## src/rtl/piece_commit.sv

```systemverilog
// piece_commit: collision-checks the active tetromino against the board RAM and,
// on request, writes its four cells before handing the board to row-clear.
module piece_commit #(
  parameter int BOARD_W = 10,
  parameter int BOARD_H = 24
) (
  input  logic       clk,
  input  logic       resetn,
  input  logic       start,
  input  logic       op,
  input  logic [2:0] shape,
  input  logic [1:0] rot,
  input  logic [4:0] piece_x,
  input  logic [5:0] piece_y,
  input  logic [5:0] colour,
  input  logic [5:0] ram_Q,
  output logic [7:0] ram_addr,
  output logic [5:0] ram_data,
  output logic       ram_wren,
  output logic       clr_enable,
  input  logic       clr_complete,
  output logic       busy,
  output logic       collide,
  output logic       done
);

  typedef enum logic [2:0] {
    ST_IDLE      = 3'd0,
    ST_RD_ADDR   = 3'd1,
    ST_RD_WAIT   = 3'd2,
    ST_RD_SAMPLE = 3'd3,
    ST_WR        = 3'd4,
    ST_WR_END    = 3'd5,
    ST_CLEAR     = 3'd6,
    ST_DONE      = 3'd7
  } state_t;

  state_t     r_state;
  state_t     w_state_nxt;
  logic       w_collide_nxt;

  logic       r_op;
  logic [2:0] r_shape;
  logic [1:0] r_rot;
  logic [4:0] r_px;
  logic [5:0] r_py;
  logic [5:0] r_colour;
  logic [1:0] r_idx;
  logic       r_collide;
  logic [7:0] r_ram_addr;
  logic [5:0] r_ram_data;
  logic       r_ram_wren;
  logic       r_clr_en;

  logic [3:0] w_cell;
  logic [5:0] w_cx;
  logic [6:0] w_cy;
  logic       w_oob;
  logic [7:0] w_addr;
  logic       w_last;

  // Rotation-0 cell {dx,dy} of a shape; cell 0 sits in the low nibble.
  function automatic logic [3:0] base_cell(input logic [2:0] shp, input logic [1:0] idx);
    logic [15:0] tbl;
    case (shp)
      3'd0:    tbl = {2'd3, 2'd1, 2'd2, 2'd1, 2'd1, 2'd1, 2'd0, 2'd1};
      3'd1:    tbl = {2'd2, 2'd1, 2'd1, 2'd1, 2'd2, 2'd0, 2'd1, 2'd0};
      3'd2:    tbl = {2'd2, 2'd1, 2'd1, 2'd1, 2'd0, 2'd1, 2'd1, 2'd0};
      3'd3:    tbl = {2'd1, 2'd1, 2'd0, 2'd1, 2'd2, 2'd0, 2'd1, 2'd0};
      3'd4:    tbl = {2'd2, 2'd1, 2'd1, 2'd1, 2'd1, 2'd0, 2'd0, 2'd0};
      3'd5:    tbl = {2'd2, 2'd1, 2'd1, 2'd1, 2'd0, 2'd1, 2'd0, 2'd0};
      3'd6:    tbl = {2'd2, 2'd1, 2'd1, 2'd1, 2'd0, 2'd1, 2'd2, 2'd0};
      default: tbl = {2'd2, 2'd1, 2'd1, 2'd1, 2'd2, 2'd0, 2'd1, 2'd0};
    endcase
    return tbl[{idx, 2'b00} +: 4];
  endfunction

  // Closed form of applying (dx,dy) -> (3-dy,dx) r times.
  function automatic logic [3:0] rotate_cell(input logic [3:0] c, input logic [1:0] r);
    logic [1:0] dx;
    logic [1:0] dy;
    logic [3:0] res;
    dx = c[3:2];
    dy = c[1:0];
    case (r)
      2'd0:    res = {dx, dy};
      2'd1:    res = {2'd3 - dy, dx};
      2'd2:    res = {2'd3 - dx, 2'd3 - dy};
      default: res = {dy, 2'd3 - dx};
    endcase
    return res;
  endfunction

  assign w_cell = rotate_cell(base_cell(r_shape, r_idx), r_rot);
  assign w_cx   = {1'b0, r_px} + {4'b0000, w_cell[3:2]};
  assign w_cy   = {1'b0, r_py} + {5'b00000, w_cell[1:0]};
  assign w_oob  = (w_cx >= 6'(BOARD_W)) || (w_cy >= 7'(BOARD_H));
  assign w_addr = 8'(w_cy) * 8'(BOARD_W) + 8'(w_cx);
  assign w_last = (r_idx == 2'd3);

  // Next-state logic; the check exit must see a collision found on the final cell.
  always_comb begin
    w_state_nxt   = r_state;
    w_collide_nxt = r_collide;
    case (r_state)
      ST_IDLE: begin
        if (start) w_state_nxt = ST_RD_ADDR;
        else       w_state_nxt = ST_IDLE;
      end
      ST_RD_ADDR: begin
        if (w_oob) begin
          w_collide_nxt = 1'b1;
          if (w_last) w_state_nxt = ST_DONE;
          else        w_state_nxt = ST_RD_ADDR;
        end else begin
          w_state_nxt = ST_RD_WAIT;
        end
      end
      ST_RD_WAIT: w_state_nxt = ST_RD_SAMPLE;
      ST_RD_SAMPLE: begin
        if (ram_Q != 6'd0) w_collide_nxt = 1'b1;
        else               w_collide_nxt = r_collide;
        if (w_last) begin
          if (r_op && !w_collide_nxt) w_state_nxt = ST_WR;
          else                        w_state_nxt = ST_DONE;
        end else begin
          w_state_nxt = ST_RD_ADDR;
        end
      end
      ST_WR: w_state_nxt = ST_WR_END;
      ST_WR_END: begin
        if (w_last) w_state_nxt = ST_CLEAR;
        else        w_state_nxt = ST_WR;
      end
      ST_CLEAR: begin
        if (clr_complete) w_state_nxt = ST_DONE;
        else              w_state_nxt = ST_CLEAR;
      end
      ST_DONE: w_state_nxt = ST_IDLE;
      default: w_state_nxt = ST_IDLE;
    endcase
  end

  // State register.
  always_ff @(posedge clk or negedge resetn) begin
    if (!resetn) r_state <= ST_IDLE;
    else         r_state <= w_state_nxt;
  end

  // Request latch, cell walk and RAM port registers.
  always_ff @(posedge clk or negedge resetn) begin
    if (!resetn) begin
      r_op       <= 1'b0;
      r_shape    <= 3'd0;
      r_rot      <= 2'd0;
      r_px       <= 5'd0;
      r_py       <= 6'd0;
      r_colour   <= 6'd0;
      r_idx      <= 2'd0;
      r_collide  <= 1'b0;
      r_ram_addr <= 8'd0;
      r_ram_data <= 6'd0;
      r_ram_wren <= 1'b0;
      r_clr_en   <= 1'b0;
    end else begin
      case (r_state)
        ST_IDLE: begin
          if (start) begin
            r_op      <= op;
            r_shape   <= shape;
            r_rot     <= rot;
            r_px      <= piece_x;
            r_py      <= piece_y;
            r_colour  <= colour;
            r_idx     <= 2'd0;
            r_collide <= 1'b0;
          end
        end
        ST_RD_ADDR: begin
          if (w_oob) begin
            r_collide <= w_collide_nxt;
            r_idx     <= r_idx + 2'd1;
          end else begin
            r_ram_addr <= w_addr;
            r_ram_wren <= 1'b0;
          end
        end
        ST_RD_SAMPLE: begin
          r_collide <= w_collide_nxt;
          r_idx     <= r_idx + 2'd1;
        end
        ST_WR: begin
          r_ram_addr <= w_addr;
          r_ram_data <= r_colour;
          r_ram_wren <= 1'b1;
        end
        ST_WR_END: begin
          r_ram_wren <= 1'b0;
          r_idx      <= r_idx + 2'd1;
          if (w_last) begin
            r_ram_addr <= 8'd0;
            r_ram_data <= 6'd0;
            r_clr_en   <= 1'b1;
          end
        end
        ST_CLEAR: begin
          if (clr_complete) r_clr_en <= 1'b0;
        end
        default: begin
          r_ram_wren <= 1'b0;
        end
      endcase
      // The RAM port is released whenever the operation finishes.
      if (w_state_nxt == ST_DONE) begin
        r_ram_addr <= 8'd0;
        r_ram_data <= 6'd0;
      end
    end
  end

  assign ram_addr   = r_ram_addr;
  assign ram_data   = r_ram_data;
  assign ram_wren   = r_ram_wren;
  assign clr_enable = r_clr_en;
  assign collide    = r_collide;
  assign busy       = (r_state != ST_IDLE);
  assign done       = (r_state == ST_DONE);

endmodule

```

## config.mk

```make
export PLATFORM = sky130hd
export DESIGN_NAME = piece_commit
export DESIGN_NICKNAME = d
export VERILOG_FILES = /design/src/rtl/piece_commit.sv
export SDC_FILE = /design/constraint.sdc
export NUM_CORES = 1
export LEC_CHECK = 0
export ABC_AREA = 1
export BUFFER_PORTS_ARGS = -buffer_cell sky130_fd_sc_hd__buf_2
export CORE_ASPECT_RATIO = 0.5
export CORE_MARGIN = 3
export CORE_UTILIZATION = 34
export DETAILED_ROUTE_END_ITERATION = 8
export GPL_ROUTABILITY_DRIVEN = 0
export PLACE_DENSITY_LB_ADDON = 0.2
export REMOVE_ABC_BUFFERS = 1
export SYNTH_ARGS = -nofsm -noshare
export SYNTH_HDL_FRONTEND = slang
export SYNTH_SLANG_ARGS = --single-unit
export TNS_END_PERCENT = 30
```

## constraint.sdc

```tcl
create_clock -name clk -period 4.1 [get_ports clk]
set_clock_uncertainty 0.1 [all_clocks]
set_input_delay 0.41 -clock clk [delete_from_list [all_inputs] [get_ports clk]]
set_output_delay 0.41 -clock clk [all_outputs]
set_load 0.02 [all_outputs]
```

* Word level (Yosys, flattened, before mapping) *
Index checks and enable logic that the tools add are counted.

word-level totals
  latch bits = 0
  word-level logic and storage cells = 100
  memories = 0
  ROM bits = 0
  memory bits (writable) = 0
  register bits = 45

cells by class
  div/mod/pow operators = 0
  reductions and logical operators = 22
  shifts and indexed selects = 1
  order comparisons = 2
  bitwise gates (word level) = 1
  muxes and demuxes = 31
  equality and inequality tests = 23
  $add $sub $neg = 6
  multipliers = 1

operators by type and width
  operator                                                                number
  16-bit case mux with 6 select lines                                     1
  3-bit equality test (second input constant)                             8
  8-bit 2-to-1 mux                                                        3
  3-bit case mux with 8 select lines                                      1
  8-bit case mux with 3 select lines                                      1
  16-bit by 5-bit indexed part select with 4-bit output                   1
  3-bit by 2-bit equality test with 1-bit output (second input constant)  4
  6-bit 2-to-1 mux                                                        2
  4-bit case mux with 3 select lines                                      1
  6-bit case mux with 2 select lines                                      1
  3-bit AND reduction                                                     4
  3-bit nonzero test                                                      4
  1-bit 2-to-1 mux                                                        10
  2-bit inequality test (second input constant)                           5
  3-bit 2-to-1 mux                                                        3
  8-bit by 6-bit adder with 8-bit output                                  1
  2-bit 2-to-1 mux                                                        4
  6-bit by 2-bit adder with 7-bit output                                  1
  7-bit by 5-bit >= comparator with 1-bit output (second input constant)  1
  7-bit by 3-bit multiplier with 7-bit output (second input constant)     1
  5-bit by 2-bit adder with 6-bit output                                  1
  6-bit by 4-bit >= comparator with 1-bit output (second input constant)  1
  3-bit logical NOT                                                       2
  3-bit inequality test (second input constant)                           2
  other kinds (19)                                                        24

* Longest topological paths before layout *
  depth in word-level cells = 13
  gate-level depth with buffers = 30
  depth with buffers taken out = 30

* Worst setup path after synthesis *
OpenSTA, ideal clock, no wires.

  path kind = register to register
  from = register r_idx[0]
  to = register r_ram_addr[7] (netlist: ram_addr[7])
  path buffers = 1
  setup time = 0.065 ns
  data required time = 3.935 ns
  arrival time = 3.868 ns
  slack = 0.067 ns
  clock period less this slack = 4.033 ns
  stages on the path, launching flop included = 23
  cells stage by stage = dfrtp_1 > clkbuf_1 > inv_1 > xor2_1 > o21ai_0 > a21oi_1 > xor2_1 > inv_1 > ha_1 > inv_1 > fa_1 > inv_1 > ha_1 > ha_1 > fa_1 > ha_1 > nand2_1 > a21oi_1 > nand3b_1 > nand2_1 > nor2_1 > nand3_1 > nand2_1

between the ends
  longest elaborated chain between the ends = 11

RTL lines
  item                                                                             line  RTL
  start: declaration                                                               48    logic [1:0] r_idx;
  start signal: assignment                                                         182   r_idx <= r_idx + 2'd1;
  start signal: assignment                                                         190   r_idx <= r_idx + 2'd1;
  start signal: assignment                                                         199   r_idx <= r_idx + 2'd1;
  branches (longest 11 deep; another with 8-bit by 6-bit adder with 8-bit output)  n/a
  end signal: assignment                                                           184   r_ram_addr <= w_addr;
  end signal: assignment                                                           193   r_ram_addr <= w_addr;
  end: declaration                                                                 50    logic [7:0] r_ram_addr;

Several ways; the timed one is not identified. The select of a mux whose other input is x is not followed.
A chain may end at the register's enable or synchronous reset.

* Worst setup path after layout *
  from = register r_shape[1]
  to = register r_ram_addr[7] (netlist: ram_addr[7])

between the ends
  longest elaborated chain between the ends = 13

RTL lines
  item                                                                            line        RTL
  start: declaration                                                              43          logic [2:0] r_shape;
  start signal: assignment                                                        170         r_shape <= shape;
  3-bit equality test (tied with other cells)                                     65          case (shp)
  16-bit case mux with 6 select lines (*)                                         65
  16-bit by 5-bit indexed part select with 4-bit output (*)                       75          return tbl[{idx, 2'b00} +: 4];
  2-bit subtractor, on equally long branches                                      88, 89, 87
  4-bit case mux with 3 select lines (*)                                          85          case (r)
  branches (longest 8 deep; another with 8-bit by 6-bit adder with 8-bit output)  n/a

Mark *: on every way between the ends. The select of a mux whose other input is x is not followed.

==> reports/qor.yml <==
critPathLaunchType: "flop"
fmax_mhz: 250
ctsLongestPathBuffers: 2
max_stage_delay_ps: 500
yosysWarnings: 0
path_clk_slew_ps: 70
synth.cell_area_um2: 2950
slew_headroom_pct: 31.2
synth.distinct_cells: 35
grt.overflow.total: 0
grt_max_degree: 46
cp_cell_sequence: "nor2_2, buf_4, nand2_1, nand2_1, o211ai_1, nor2_1, a21oi_1, xor2_1, inv_1, ha_2, inv_2, fa_2, xnor2_4, ha_1, ha_4, fa_1, ha_4, nand2_2, a21oi_2, nand3b_1, nand2_1, nor2_1, nand3_1, nand2_1"
grt_pass1_vias: 2309
yosys.area.top_type: "dfrtp_1"
slew_violations: 0
ys_ff_latch: 45
status: "finished clean"
crit_top_cell: "nand2_1"
initial_core_util_pct: 35.9
syn2layout_area_growth_pct: 21.8
num_vias: 2464
grt_usage_pct: 14.2
io_buffers: 51
path_class: "reg2reg"
synth_compound_area_share_pct: 6.16
avgSynthCellArea_um2: 8.07
synth_top_cell_area_share_pct: 38.2
fin_cells: 537
drt_wl_total_mm: 6.60
synth_area_leaders: "dfrtp_1, nand2_1, nand3_1"
final_hold_viol_count: 0
min_path_type: "in2async"
worst_pin_slew_ps: 1030
crit_required_ps: 4240
drtIter0Drc: 132
fp-row-count: 23
antenna_found_initial: 0
wire_per_inst_um: 12.3
syn_inst: 365
dieArea_um2: 9880
cp.arrival_ps: 4130
clock-sinks: 45
path_max_fanout: 4
numCtsBuffers: 5
die_y_um: 71.8
synth_xor_area_share_pct: 3.53
end_kind: "flop"
cts_tree: "done"
core_um2: 8200
startpoint: "r_shape[1]"
r2r_slack_ps: 110
finalInstanceArea_um2: 3590
setup_viol: 0
min_period_ps: 3990
place_inst: 526
crit_slowest_cell: "fa_1"
utilization_pct: 43.7
firstDrtPassIters: 4
rsz0062_at_grt: "yes"
tns_ps: 0
finalCritPeriodShare_pct: 97.4
grt_first_pass_wirelength_mm: 11.0
muxShareOfSynthArea_pct: 5.69
layout-drive-gt1-share_pct: 27.3
yosysSeqAreaShare_pct: 38.2
fp.dieW_um: 138
worst_r2r_startpoint: "r_shape[1]"
placed_cell_area_um2: 3330
vias_per_cell: 4.59
drv_cap: 0
htree_num_levels: 2
synthAdderAreaFrac_pct: 9.94
fillers: 854
synth_top_family_by_area: "simple AND/OR/NAND/NOR gates"
cts-root-buf: "clkbuf_16"
hold_buffers: 0
drc: 0
post-dp-hpwl_mm: 5.04
multi_input_area_um2: 1670
clk_latency_ps: 300
regArea_um2: 1130
crit_family: "adder cells"
ioPinCount: 52
path_buf_inv: 3
antenna-diode-count: 0
final_antenna_net_count: 0
fin_nets: 478
synth-simple-area-share_pct: 28.6
-- timing repair --
| action | in CTS | in global routing |
|---|---|---|
| setup buffers | 1 | 2 |
| pin swaps | 10 | 9 |
| setup endpoints to repair | 1 | 3 |
| gates resized for setup | 13 | 6 |
-- flip-flops by register name, summed over array words and instances, names as in the netlist, 2 cells and up --
name / flops
r_shape: 3
r_px: 5
r_state: 3
r_idx: 2
r_rot: 2
ram_data: 6
r_py: 6
r_colour: 6
ram_addr: 8
-- per-stage QoR --
stage	hold WS, ps	setup slack [ps]
global placement	362	19.7
CTS	225	12.2
global route	234	-189
finish	183	108
detailed placement	363	-35.1
floorplan	14.4	103
-- metal layers --
layer | routed length (µm) | GRT usage [%]
met5 | 0 | 0
met4 | 90 | 4.31
met3 | 397 | 4.28
met2 | 2730 | 20.5
met1 | 3380 | 20.5
-- Yosys cell counts, drive strengths merged --
cell	n
mux2	14
nand4	4
a21o	1
o21ai	10
inv	46
xor2	8
dfrtp	45
xnor2	3
o22ai	1
mux2i	1
nor3	2
nand3	49
clkinv	1
fa	4
o21a	1
a21oi	19
nor3b	2
o211ai	1
nor2	37
or2	2
a22oi	1
ha	17
nand3b	2
clkbuf	2
nand2	86
buf	6
-- layout by cell type (no fill, tap or decap), types with 2 or more instances in the layout --
cell and instances:
xor2_1 7, fa_1 3, o21ai_0 8, ha_4 4
nor3b_1 2, buf_2 51, nand3_2 2, xnor2_1 2
nand3_1 46, or2_2 2, nor3_1 2, buf_4 9
nand2_2 10, a21oi_1 18, nand3b_1 2, ha_1 12
dfrtp_1 44, mux2_2 14, nor2_1 34, nor2_2 3
nand4_1 4, o21ai_1 2, inv_1 41, clkbuf_16 5
nand2_1 75, inv_2 5
-- path summary, 6_finish.rpt --
check,to,cells after the start
setup / recovery,ram_addr[7],24
max in group asynchronous,r_idx[0],1
hold reg to reg,clr_enable,2
setup reg to reg,ram_addr[7],24
min in group clk,r_colour[1],2
hold / removal,ram_data[0],1
-- kinds of logic after synthesis --
group	Yosys count
AO/OA/AOI/OAI	34
XOR/XNOR	11
adder cells (fa/ha/maj)	21
buffers and inverters	55
flip-flops	45
multiplexers	15
AND/OR/NAND/NOR	184
-- area by class of cell --
cell class,instances,share of cell area (%)
Multi-Input combinational cell,265,46.6
Sequential cell,45,31.4
Timing Repair Buffer,60,9.00
Inverter,47,4.92
Tap cell,112,3.91
Clock buffer,5,3.49
Clock inverter,3,0.698
-- worst reg2reg max path, stage by stage (launching register included) --
cell	delay (ps)
dfrtp_1	400
nor2_2	60
buf_4	130
nand2_1	50
nand2_1	50
o211ai_1	210
nor2_1	60
a21oi_1	150
xor2_1	80
inv_1	70
ha_2	180
inv_2	40
fa_2	390
xnor2_4	170
ha_1	230
ha_4	180
fa_1	500
ha_4	300
nand2_2	60
a21oi_2	130
nand3b_1	110
nand2_1	50
nor2_1	80
nand3_1	80
nand2_1	80
Power is left out: the tool's default activity adds up to more than one toggle a clock period on the data nets, which glitch-free logic cannot reach.
